File: src/rtl/alu_core.sv
// Execute-stage ALU: 16 arithmetic/logic/shift/compare functions on unsigned
// WIDTH-bit operands, with the result and carry/flag registered (1-cycle latency).
module alu_core #(
   parameter int unsigned WIDTH = 5
) (
   input  logic             CLK,
   input  logic             RST,
   input  logic [3:0]       MUX_SELECT,
   input  logic [WIDTH-1:0] A,
   input  logic [WIDTH-1:0] B,
   input  logic             CIN,
   output logic [WIDTH-1:0] SUM,
   output logic             COUT
);

   typedef enum logic [3:0] {
      OP_ADD  = 4'd0,
      OP_SUB  = 4'd1,
      OP_INC  = 4'd2,
      OP_DEC  = 4'd3,
      OP_AND  = 4'd4,
      OP_OR   = 4'd5,
      OP_XOR  = 4'd6,
      OP_NOT  = 4'd7,
      OP_NAND = 4'd8,
      OP_NOR  = 4'd9,
      OP_XNOR = 4'd10,
      OP_SHL  = 4'd11,
      OP_SHR  = 4'd12,
      OP_ROL  = 4'd13,
      OP_ROR  = 4'd14,
      OP_CMP  = 4'd15
   } op_e;

   op_e              op;
   logic [WIDTH:0]   a_ext;
   logic [WIDTH:0]   b_ext;
   logic [WIDTH:0]   cin_ext;
   logic [WIDTH:0]   one_ext;
   logic [WIDTH:0]   add_full;
   logic [WIDTH:0]   sub_full;
   logic [WIDTH:0]   inc_full;
   logic [WIDTH:0]   dec_full;
   logic [WIDTH-1:0] res;
   logic             flag;

   assign op      = op_e'(MUX_SELECT);
   assign a_ext   = {1'b0, A};
   assign b_ext   = {1'b0, B};
   assign cin_ext = {{WIDTH{1'b0}}, CIN};
   assign one_ext = {{WIDTH{1'b0}}, 1'b1};

   // One extra bit on each arithmetic path: for SUB/DEC the top bit of the
   // two's-complement difference is exactly the borrow out.
   assign add_full = a_ext + b_ext + cin_ext;
   assign sub_full = a_ext - b_ext - cin_ext;
   assign inc_full = a_ext + one_ext;
   assign dec_full = a_ext - one_ext;

   always_comb begin
      res  = '0;
      flag = 1'b0;
      unique case (op)
         OP_ADD:  begin res = add_full[WIDTH-1:0]; flag = add_full[WIDTH]; end
         OP_SUB:  begin res = sub_full[WIDTH-1:0]; flag = sub_full[WIDTH]; end
         OP_INC:  begin res = inc_full[WIDTH-1:0]; flag = inc_full[WIDTH]; end
         OP_DEC:  begin res = dec_full[WIDTH-1:0]; flag = dec_full[WIDTH]; end
         OP_AND:  res = A & B;
         OP_OR:   res = A | B;
         OP_XOR:  res = A ^ B;
         OP_NOT:  res = ~A;
         OP_NAND: res = ~(A & B);
         OP_NOR:  res = ~(A | B);
         OP_XNOR: res = ~(A ^ B);
         OP_SHL:  begin res = {A[WIDTH-2:0], 1'b0};     flag = A[WIDTH-1]; end
         OP_SHR:  begin res = {1'b0, A[WIDTH-1:1]};     flag = A[0];       end
         OP_ROL:  begin res = {A[WIDTH-2:0], A[WIDTH-1]}; flag = A[WIDTH-1]; end
         OP_ROR:  begin res = {A[0], A[WIDTH-1:1]};     flag = A[0];       end
         OP_CMP:  begin
            res  = {{(WIDTH-1){1'b0}}, (A < B)};
            flag = (A == B);
         end
         default: begin res = '0; flag = 1'b0; end
      endcase
   end

   always_ff @(posedge CLK) begin
      if (RST) begin
         SUM  <= '0;
         COUT <= 1'b0;
      end else begin
         SUM  <= res;
         COUT <= flag;
      end
   end

endmodule

File: config.mk
export PLATFORM = sky130hd
export DESIGN_NAME = alu_core
export DESIGN_NICKNAME = d
export VERILOG_FILES = /design/src/rtl/alu_core.sv
export SDC_FILE = /design/constraint.sdc
export NUM_CORES = 1
export LEC_CHECK = 0
export BUFFER_PORTS_ARGS = -buffer_cell sky130_fd_sc_hd__buf_2
export CAP_MARGIN = 20
export CORE_ASPECT_RATIO = 0.9
export CORE_MARGIN = 2
export CORE_UTILIZATION = 30
export CTS_BUF_LIST = sky130_fd_sc_hd__clkbuf_8
export CTS_CLUSTER_DIAMETER = 30
export DETAILED_ROUTE_END_ITERATION = 16
export PLACE_DENSITY = 0.52
export SLEW_MARGIN = 20
export SYNTH_ARGS = -nofsm -noshare
export SYNTH_HDL_FRONTEND = slang
export SYNTH_SLANG_ARGS = --single-unit
File: constraint.sdc
create_clock -name CLK -period 3.3 [get_ports CLK]
set_input_delay 0.495 -clock CLK [delete_from_list [all_inputs] [get_ports CLK]]
set_output_delay 0.495 -clock CLK [all_outputs]
set_load 0.05 [all_outputs]
==> impl_metrics.yaml, run 1 <==
floorplan:
  fp-row-count: 25
  die_h_um: 73.83
  initial_core_util_pct: 30.93
  die_w_um: 81.59
  io_pins: 23
  dieArea_mm2: 0.006023
  coreArea_mm2: 0.005255
grt:
  antenna_found_initial: 0
  grt_usage_pct: 17.59
  overflow: 0
  grt_pass1_wl_um: 8128
  grt_pass1_vias: 1568
  grt_max_degree: 31
routing:
  detail_route.wl_per_cell_um: 16.37
  ant_nets: 0
  dr.pass1.iters: 4
  drtIter0Drc: 193
  via_per_inst: 5.530
  drc: 0
  totalWireLength_um: 4975
  num_vias: 1681
synthesis:
  ys_warn_count: 0
  synthesis.nets: 267
  syn_inst: 223
  synth-edff-count: 0
  async_flop_share_pct: 0
  syn-cell-area_mm2: 0.001625
  synth-main-ff-cell: "dfxtp_1"
  synth_seq_cells: 6
  yosysSeqAreaShare_pct: 7.390
  synth.avg_cell_area_um2: 7.288
  ys_types: 54
clock_network:
  cts_tree: "built"
  cts_setup_buffers: 0
  cts-root-buf: "clkbuf_8"
  cts.sinks: 6
  cts_resized: 0
  ctsHtreeMaxLevel: 1
  cts_made_buffers: 3
  clockBufferDepth: 2
  cts-hold-fix-buffers: 0
  clkTransAtPathRegs_ns: 0.04
timing:
  worstMarginPinSlew_ns: 0.5149
  fin_tns_setup_ns: 0
  grt_setup_unrepaired: "no"
  setup-violations-final: 0
  hold_violations: 0
  slew_headroom_pct: 65.67
  post-route-min-period_ns: 2.766
  finalCritPeriodShare_pct: 83.83
  slew_viol_final: 0
  fmax_ghz: 0.3615
pwr:
  p_leak_nw: 0.7902
  vdd_ir_drop_max_v: 0.0001076
  power_density_mw_per_mm2: 250.5
critical_path:
  required_ns: 3.40
  critPathLaunchType: "input port"
  crit_type: "input port to flip-flop"
  critical_path.max_fanout: 10
  end_kind: "flip-flop"
  cp_data_arrival_time_ns: 2.87
place:
  dp_hpwl_um: 3858
  place_congestion: 0.8927
  portBuffers: 22
  post_dp_cell_area_mm2: 0.001790
run:
  drv_cap: 0
final_layout:
  final_cell_mix: "ha_1 (23), buf_2 (22), inv_1 (17)"
  final_common_cell: "ha_1"
  syn2layout_area_growth_pct: 12.70
  fin_area_mm2: 0.001832
  nets: 283
  drive_gt1_share_pct: 15.61
  antenna_cells: 0
worst_hold_path:
  hp-class: "input port to flip-flop"
status:
  status: "finished, final reports clean"
## sequential cells by signal (all words and copies together) (netlist names)
register and flops:
SUM 5, COUT 1
## cell type report
| type | count | area (µm²) |
|---|---|---|
| clock buffer | 3 | 41.29 |
| fill | 591 | 3423 |
| inverter | 20 | 75.07 |
| multi-input combinational | 181 | 1364 |
| sequential | 6 | 120.1 |
| tap | 67 | 83.83 |
| timing repair buffer | 27 | 147.6 |
## synthesized netlist by cell type (3+ instances only)
cell type | instances | area, µm²
a2bb2oi_1 | 3 | 26.28
o21ai_0 | 7 | 35.03
a31oi_1 | 4 | 25.02
xnor2_1 | 10 | 87.58
o22ai_1 | 6 | 37.54
o31ai_1 | 3 | 22.52
nor2b_1 | 3 | 18.77
nor2_1 | 15 | 56.30
nor3_1 | 6 | 30.03
mux2i_1 | 4 | 40.04
clkbuf_1 | 9 | 33.78
nand2_1 | 16 | 60.06
ha_1 | 23 | 287.8
inv_1 | 17 | 63.81
dfxtp_1 | 6 | 120.1
fa_1 | 4 | 80.08
nor3b_1 | 3 | 22.52
and2_1 | 4 | 25.02
nand3_1 | 4 | 20.02
o21ai_1 | 4 | 20.02
a211oi_1 | 5 | 37.54
a21oi_1 | 13 | 65.06
buf_2 | 5 | 25.02
nand2b_1 | 9 | 56.30
## logic make-up after synthesis
group	count (synthesis)	share of synthesized area, %
buf+inv	36	8.699
fa+ha+maj	27	22.63
simple gates	73	23.79
flops	6	7.391
mux	5	3.156
xor+xnor	10	5.389
compound gates	66	28.95
## per-layer routing
layer / up-vias / GRT usage [%] / routed length, µm
met5: - / 0 / 0
met3: 5 / 1.720 / 433
met2: 68 / 26.50 / 2174
li1: 829 / - / -
met1: 779 / 26.81 / 2333
met4: 0 / 3.889 / 33
## path summary, 6_finish.rpt
kind | start | end | slack, ns | cells past startpoint
max | A[0] | SUM[3] | 0.53 | 10
min | RST | SUM[3] | 0.55 | 2
## report_power, final
part / leakage (nW) / internal, W / switching (W)
logic: 0.719 / 0.0000999 / 0.000166
registers: 0.0496 / 0.0000797 / 0.00000184
clock network: 0.0216 / 0.0000785 / 0.0000332
total: 0.790 / 0.000258 / 0.000201
## worst max-delay path, cell delays in order
cell and delay [ns]:
buf_2 0.19, inv_1 0.17, fa_1 0.50, inv_1 0.08, ha_1 0.22, a211oi_1 0.40, xnor2_1 0.11, a221o_1 0.36
a211oi_1 0.24, a221oi_2 0.11
## through the flow
stage,setup WS [ns],total power [W],instances,hold slack [ns],utilization (%)
after global routing,0.4159,0.0004922,304,0.5577,34.86
after CTS,0.5674,0.0004584,304,0.5388,34.86
final,0.5337,0.0004589,304,0.5451,34.86
after detailed placement,0.3446,0.0003443,301,0.7714,34.07
after global placement,0.3790,0.0003469,301,0.7728,34.07
after floorplan,0.7986,0.0002715,223,0.5612,-
Power figures use the tool's default switching activity.
==> inputs of run 2 (changes only) <==
ABC_AREA = 1   (was unset)
PLACE_DENSITY = 0.54   (was 0.52)
clock period = 2.34 ns   (was 3.3 ns; I/O delays follow)
==> impl_metrics.yaml, run 2 <==
pwr:
  power_frac_seq_pct: 19.0
  intPower_w: 0.0003322
  switching_share_pct: 45.22
  power_density_mw_per_mm2: 329.9
  vdd_ir_drop_max_v: 0.0002369
  p_leak_nw: 1.011
  switching_power_w: 0.0002742
  p_comb_share_pct: 56.1
  p_clk_share_pct: 24.9
routing:
  drc: 0
  ant_nets: 0
  drtIter0Drc: 168
  num_vias: 1913
  detail_route.wl_per_cell_um: 13.54
  totalWireLength_um: 5065
  dr.pass1.iters: 5
  via_per_inst: 5.115
timing:
  fmax_ghz: 0.5263
  slew_headroom_pct: 73.99
  post-route-min-period_ns: 1.900
  hold_violations: 0
  fin_tns_setup_ns: 0
  finalCritPeriodShare_pct: 81.20
  worstMarginPinSlew_ns: 0.3887
  grt_setup_unrepaired: "no"
  slew_viol_final: 0
  setup-violations-final: 0
clock_network:
  cts_made_buffers: 3
  cts-root-buf: "clkbuf_8"
  cts_resized: 0
  clockBufferDepth: 2
  cts-hold-fix-buffers: 0
  cts.sinks: 6
  cts_tree: "built"
  clkTransAtPathRegs_ns: 0.03
  ctsHtreeMaxLevel: 1
  cts_setup_buffers: 0
synthesis:
  yosys-mux-area-fraction_pct: 0
  synth-main-ff-cell: "dfxtp_1"
  synth_xor_area_share_pct: 1.681
  netlist.area_leader.share_pct: 18.49
  synth-edff-count: 0
  synth_seq_cells: 6
  async_flop_share_pct: 0
  synth_compound_area_share_pct: 11.29
  synth.most_common_cell: "nand2_1"
  synthesis.nets: 323
  syn-cell-area_mm2: 0.001563
  synth_top_family_by_area: "simple AND/OR/NAND/NOR gates"
  ys_types: 21
  syn_inst: 279
  ys_top_cells_by_count: "nand2_1 (77), inv_1 (42), nor2_1 (42), nand3_1 (29), ha_1 (23)"
  ys_warn_count: 0
  synthTopCellsByArea: "nand2_1 (18%), ha_1 (18%), inv_1 (10%), nor2_1 (10%), nand3_1 (9.3%)"
  synth_top_area_cell: "nand2_1"
  synth_fa_ha_area_share_pct: 23.54
  synthSimpleGateAreaFrac_pct: 44.60
  yosysSeqAreaShare_pct: 7.686
  synth.avg_cell_area_um2: 5.601
grt:
  grt_pass1_wl_um: 8355
  grt_usage_pct: 18.17
  grt_pass1_vias: 1707
  antenna_found_initial: 0
  overflow: 0
  grt_max_degree: 10
floorplan:
  fp-row-count: 24
  die_w_um: 80.08
  die_h_um: 72.47
  coreArea_mm2: 0.004925
  dieArea_mm2: 0.005803
  io_pins: 23
  initial_core_util_pct: 31.73
final_layout:
  regMostFlops: "SUM"
  largestRegisters: "SUM x5, COUT x1"
  final_cell_mix: "nand2_1 (77), inv_1 (42), nor2_1 (42)"
  syn2layout_area_growth_pct: 17.61
  fillers: 589
  final_util_pct: 37.32
  antenna_cells: 0
  nets: 355
  drive_gt1_share_pct: 11.97
  multi_input_area_mm2: 0.001267
  regArea_um2: 120.1
  final_common_cell: "nand2_1"
  largest_reg_flops: 5
critical_path:
  required_ns: 2.46
  critPathLaunchType: "input port"
  cp_data_arrival_time_ns: 2.02
  cp_slowest_cell: "fa_1"
  crit_path_max_incr_delay_ns: 0.48
  crit_chain: "buf_2 > inv_1 > fa_1 > fa_1 > nand2_1 > nand2_1 > a21oi_1 > nor2_1 > nor2_1 > nand3_1 > nand2_1 > inv_1"
  critical_path.max_fanout: 3
  end_kind: "flip-flop"
  cpMostUsedCell: "nand2_1"
  worst-path-buf-inv: 3
  crit_type: "input port to flip-flop"
  cp_top_family: "adder cells"
worst_hold_path:
  hp-class: "input port to flip-flop"
place:
  dp_hpwl_um: 4113
  place_congestion: 0.9470
  portBuffers: 22
status:
  status: "finished, final reports clean"
run:
  drv_cap: 0
## run 2: cell types whose count changed after synthesis, moves of 5 or more
cell	change
a211oi_1	-5
clkbuf_1	-9
inv_1	+25
nand2_1	+61
nand2b_1	-9
nand3_1	+25
nor2_1	+27
o21ai_0	+13
xnor2_1	-10
## run 2: worst paths after layout
kind	startpoint	end	slack (ns)	cells past startpoint
hold / removal	RST	COUT	0.44	4
setup / recovery	A[0]	SUM[4]	0.44	12
## run 2: power by group through the flow
stage               Clock (W)  Sequential, W  Combinational (W)
floorplan                   0       0.000154           0.000188
global placement            0       0.000117           0.000337
detailed placement          0       0.000117           0.000335
CTS                  0.000159       0.000115           0.000337
global route         0.000165       0.000116           0.000380
finish               0.000151       0.000115           0.000340
## run 2: layer usage
layer / GRT usage, % / vias up / wire, µm
li1: - / 945 / -
met1: 27.38 / 868 / 2310
met2: 26.94 / 94 / 2199
met3: 2.612 / 6 / 465
met4: 4.708 / 0 / 89
met5: 0 / - / 0
## run 2: logic make-up (layout without fill, tap and decap cells)
family	count (synthesis)	count (layout)
simple gates	163	163
buf+inv	46	76
compound gates	34	34
fa+ha+maj	27	27
flops	6	6
xor+xnor	3	3
## run 2: area by class of cell
cell class	instances	share of cell area, %
multi-input combinational	227	68.96
inverter	44	8.986
sequential	6	6.535
clock buffer	3	2.246
timing repair buffer	29	8.850
tap	65	4.425
## run 2: per-stage QoR
stage,setup WS (ns),power [W],cells,hold slack [ns],cell area (µm²)
2_1_floorplan,0.3730,0.0003416,279,0.5417,1563
3_3_place_gp,0.2492,0.0004535,371,0.6758,1797
3_5_place_dp,0.2145,0.0004517,371,0.6718,1797
4_1_cts,0.4451,0.0006112,374,0.4387,1838
5_1_grt,0.2335,0.0006605,374,0.4607,1838
6_report,0.4400,0.0006064,374,0.4439,1838
==> inputs of run 3 (changes only) <==
ABC_AREA = 0   (was 1)
clock period = 1.53 ns   (was 2.34 ns; I/O delays follow)
==> impl_metrics.yaml, run 3 (synthesized netlist as in run 1, its figures left out) <==
status:
  status: "complete, but fails checks"
  violations: "setup timing"
critical_path:
  crit_type: "input port to flip-flop"
  required_ns: 1.64
  worst-path-buf-inv: 2
  end_kind: "flip-flop"
  cp.depth: 9
  cp_slowest_cell: "fa_2"
  crit_chain: "buf_6 > fa_2 > buf_6 > fa_2 > nor2_1 > nor2_1 > a2bb2oi_1 > o221a_1 > a211oi_2"
  crit_path_max_incr_delay_ns: 0.50
  critPathLaunchType: "input port"
  cp_top_family: "adder cells"
  critical_path.max_fanout: 2
  cp_data_arrival_time_ns: 1.97
clock_network:
  cts_tree: "built"
  clkTransAtPathRegs_ns: 0.04
  cts_made_buffers: 3
  cts-root-buf: "clkbuf_8"
  clockBufferDepth: 2
  cts.sinks: 6
  cts-hold-fix-buffers: 0
  ctsHtreeMaxLevel: 1
routing:
  totalWireLength_um: 5707
  dr.pass1.iters: 5
  ant_nets: 0
  drc: 0
  drtIter0Drc: 192
  via_per_inst: 5.306
  num_vias: 1910
  detail_route.wl_per_cell_um: 15.85
grt:
  met3_usage_pct: 2.334
  grt_pass1_wl_um: 9246
  grt_use_met1_pct: 30.04
  use_met2_pct: 31.79
  grt_max_degree: 25
  grt_usage_pct: 20.08
  overflow: 0
  antenna_found_initial: 0
  grt_pass1_vias: 1800
  grt.busiest_layer: "met2"
floorplan:
  die_h_um: 73.83
  io_pins: 23
  fp-row-count: 25
  die_w_um: 81.59
  coreArea_mm2: 0.005255
  dieArea_mm2: 0.006023
  initial_core_util_pct: 30.93
final_layout:
  fin_area_mm2: 0.002446
  largestRegisters: "SUM x5, COUT x1"
  final_common_cell: "buf_4"
  drive_gt1_share_pct: 40.27
  nets: 339
  final_cell_mix: "buf_4 (57), ha_1 (19), buf_2 (19)"
  largest_reg_flops: 5
  regMostFlops: "SUM"
  antenna_cells: 0
  syn2layout_area_growth_pct: 50.50
  fin_cells: 360
timing:
  slew_viol_final: 0
  worstMarginPinSlew_ns: 0.3765
  finalCritPeriodShare_pct: 121.2
  slew_headroom_pct: 74.81
  post-route-min-period_ns: 1.854
  setup-violations-final: 5
  hold_violations: 0
  fmax_ghz: 0.5393
  setup_ws_ns: -0.3244
  fin_tns_setup_ns: -1.293
  grt_setup_unrepaired: "yes"
run:
  drv_cap: 0
place:
  place_inst: 355
  portBuffers: 22
  place_congestion: 0.9089
  dp_hpwl_um: 4475
  post_dp_cell_area_mm2: 0.002258
pwr:
  p_leak_nw: 1.088
  power_density_mw_per_mm2: 501.7
  vdd_ir_drop_max_v: 0.0003367
worst_hold_path:
  hp-class: "input port to flip-flop"
  min_path_cells: 2
  min_from: "RST"
  min_to: "SUM[1]"
run 3: cell type report:
cell class	count	area, µm²
clock buffers	3	41.29
fillers	534	2809
inverters	20	77.57
multi-input cells	181	1500
flip-flops and latches	6	120.1
well taps	67	83.83
repair buffers	83	623.1
run 3: per-stage QoR:
step	util, %	hold slack, ns	worst slack (ns)	power, W
5_1_grt	46.55	0.2960	-0.3779	0.001302
2_1_floorplan	-	0.2957	-0.4449	0.0006019
6_report	46.55	0.2946	-0.3244	0.001227
3_3_place_gp	42.98	0.5163	-0.5937	0.0008982
4_1_cts	45.43	0.2826	-0.3870	0.001195
3_5_place_dp	42.98	0.5106	-0.6336	0.0008958
run 3: report_power, final:
group          switching, W  internal, W
Sequential       0.00000545     0.000172
Clock             0.0000801     0.000170
Combinational      0.000420     0.000380
run 3: worst max-delay path by stage:
stage               start  endpoint  slack [ns]
finish                CIN    SUM[1]       -0.32
CTS                  A[0]    SUM[3]       -0.39
floorplan            A[0]    SUM[3]       -0.44
global route          CIN    SUM[3]       -0.38
detailed placement    CIN    SUM[3]       -0.63
global placement      CIN    SUM[3]       -0.59
run 3: metal layers:
metal	share of wire, %	wire length (µm)
met1	48	2717
met2	45	2545
met3	7.1	408
met4	0.63	36
met5	0	0
run 3: what timing repair did:
item / CTS / global route
endpoints found under the setup margin: 6 / 6
buffers inserted: 2 / 0
pin swaps: 14 / 19
gates resized for setup: 18 / 16
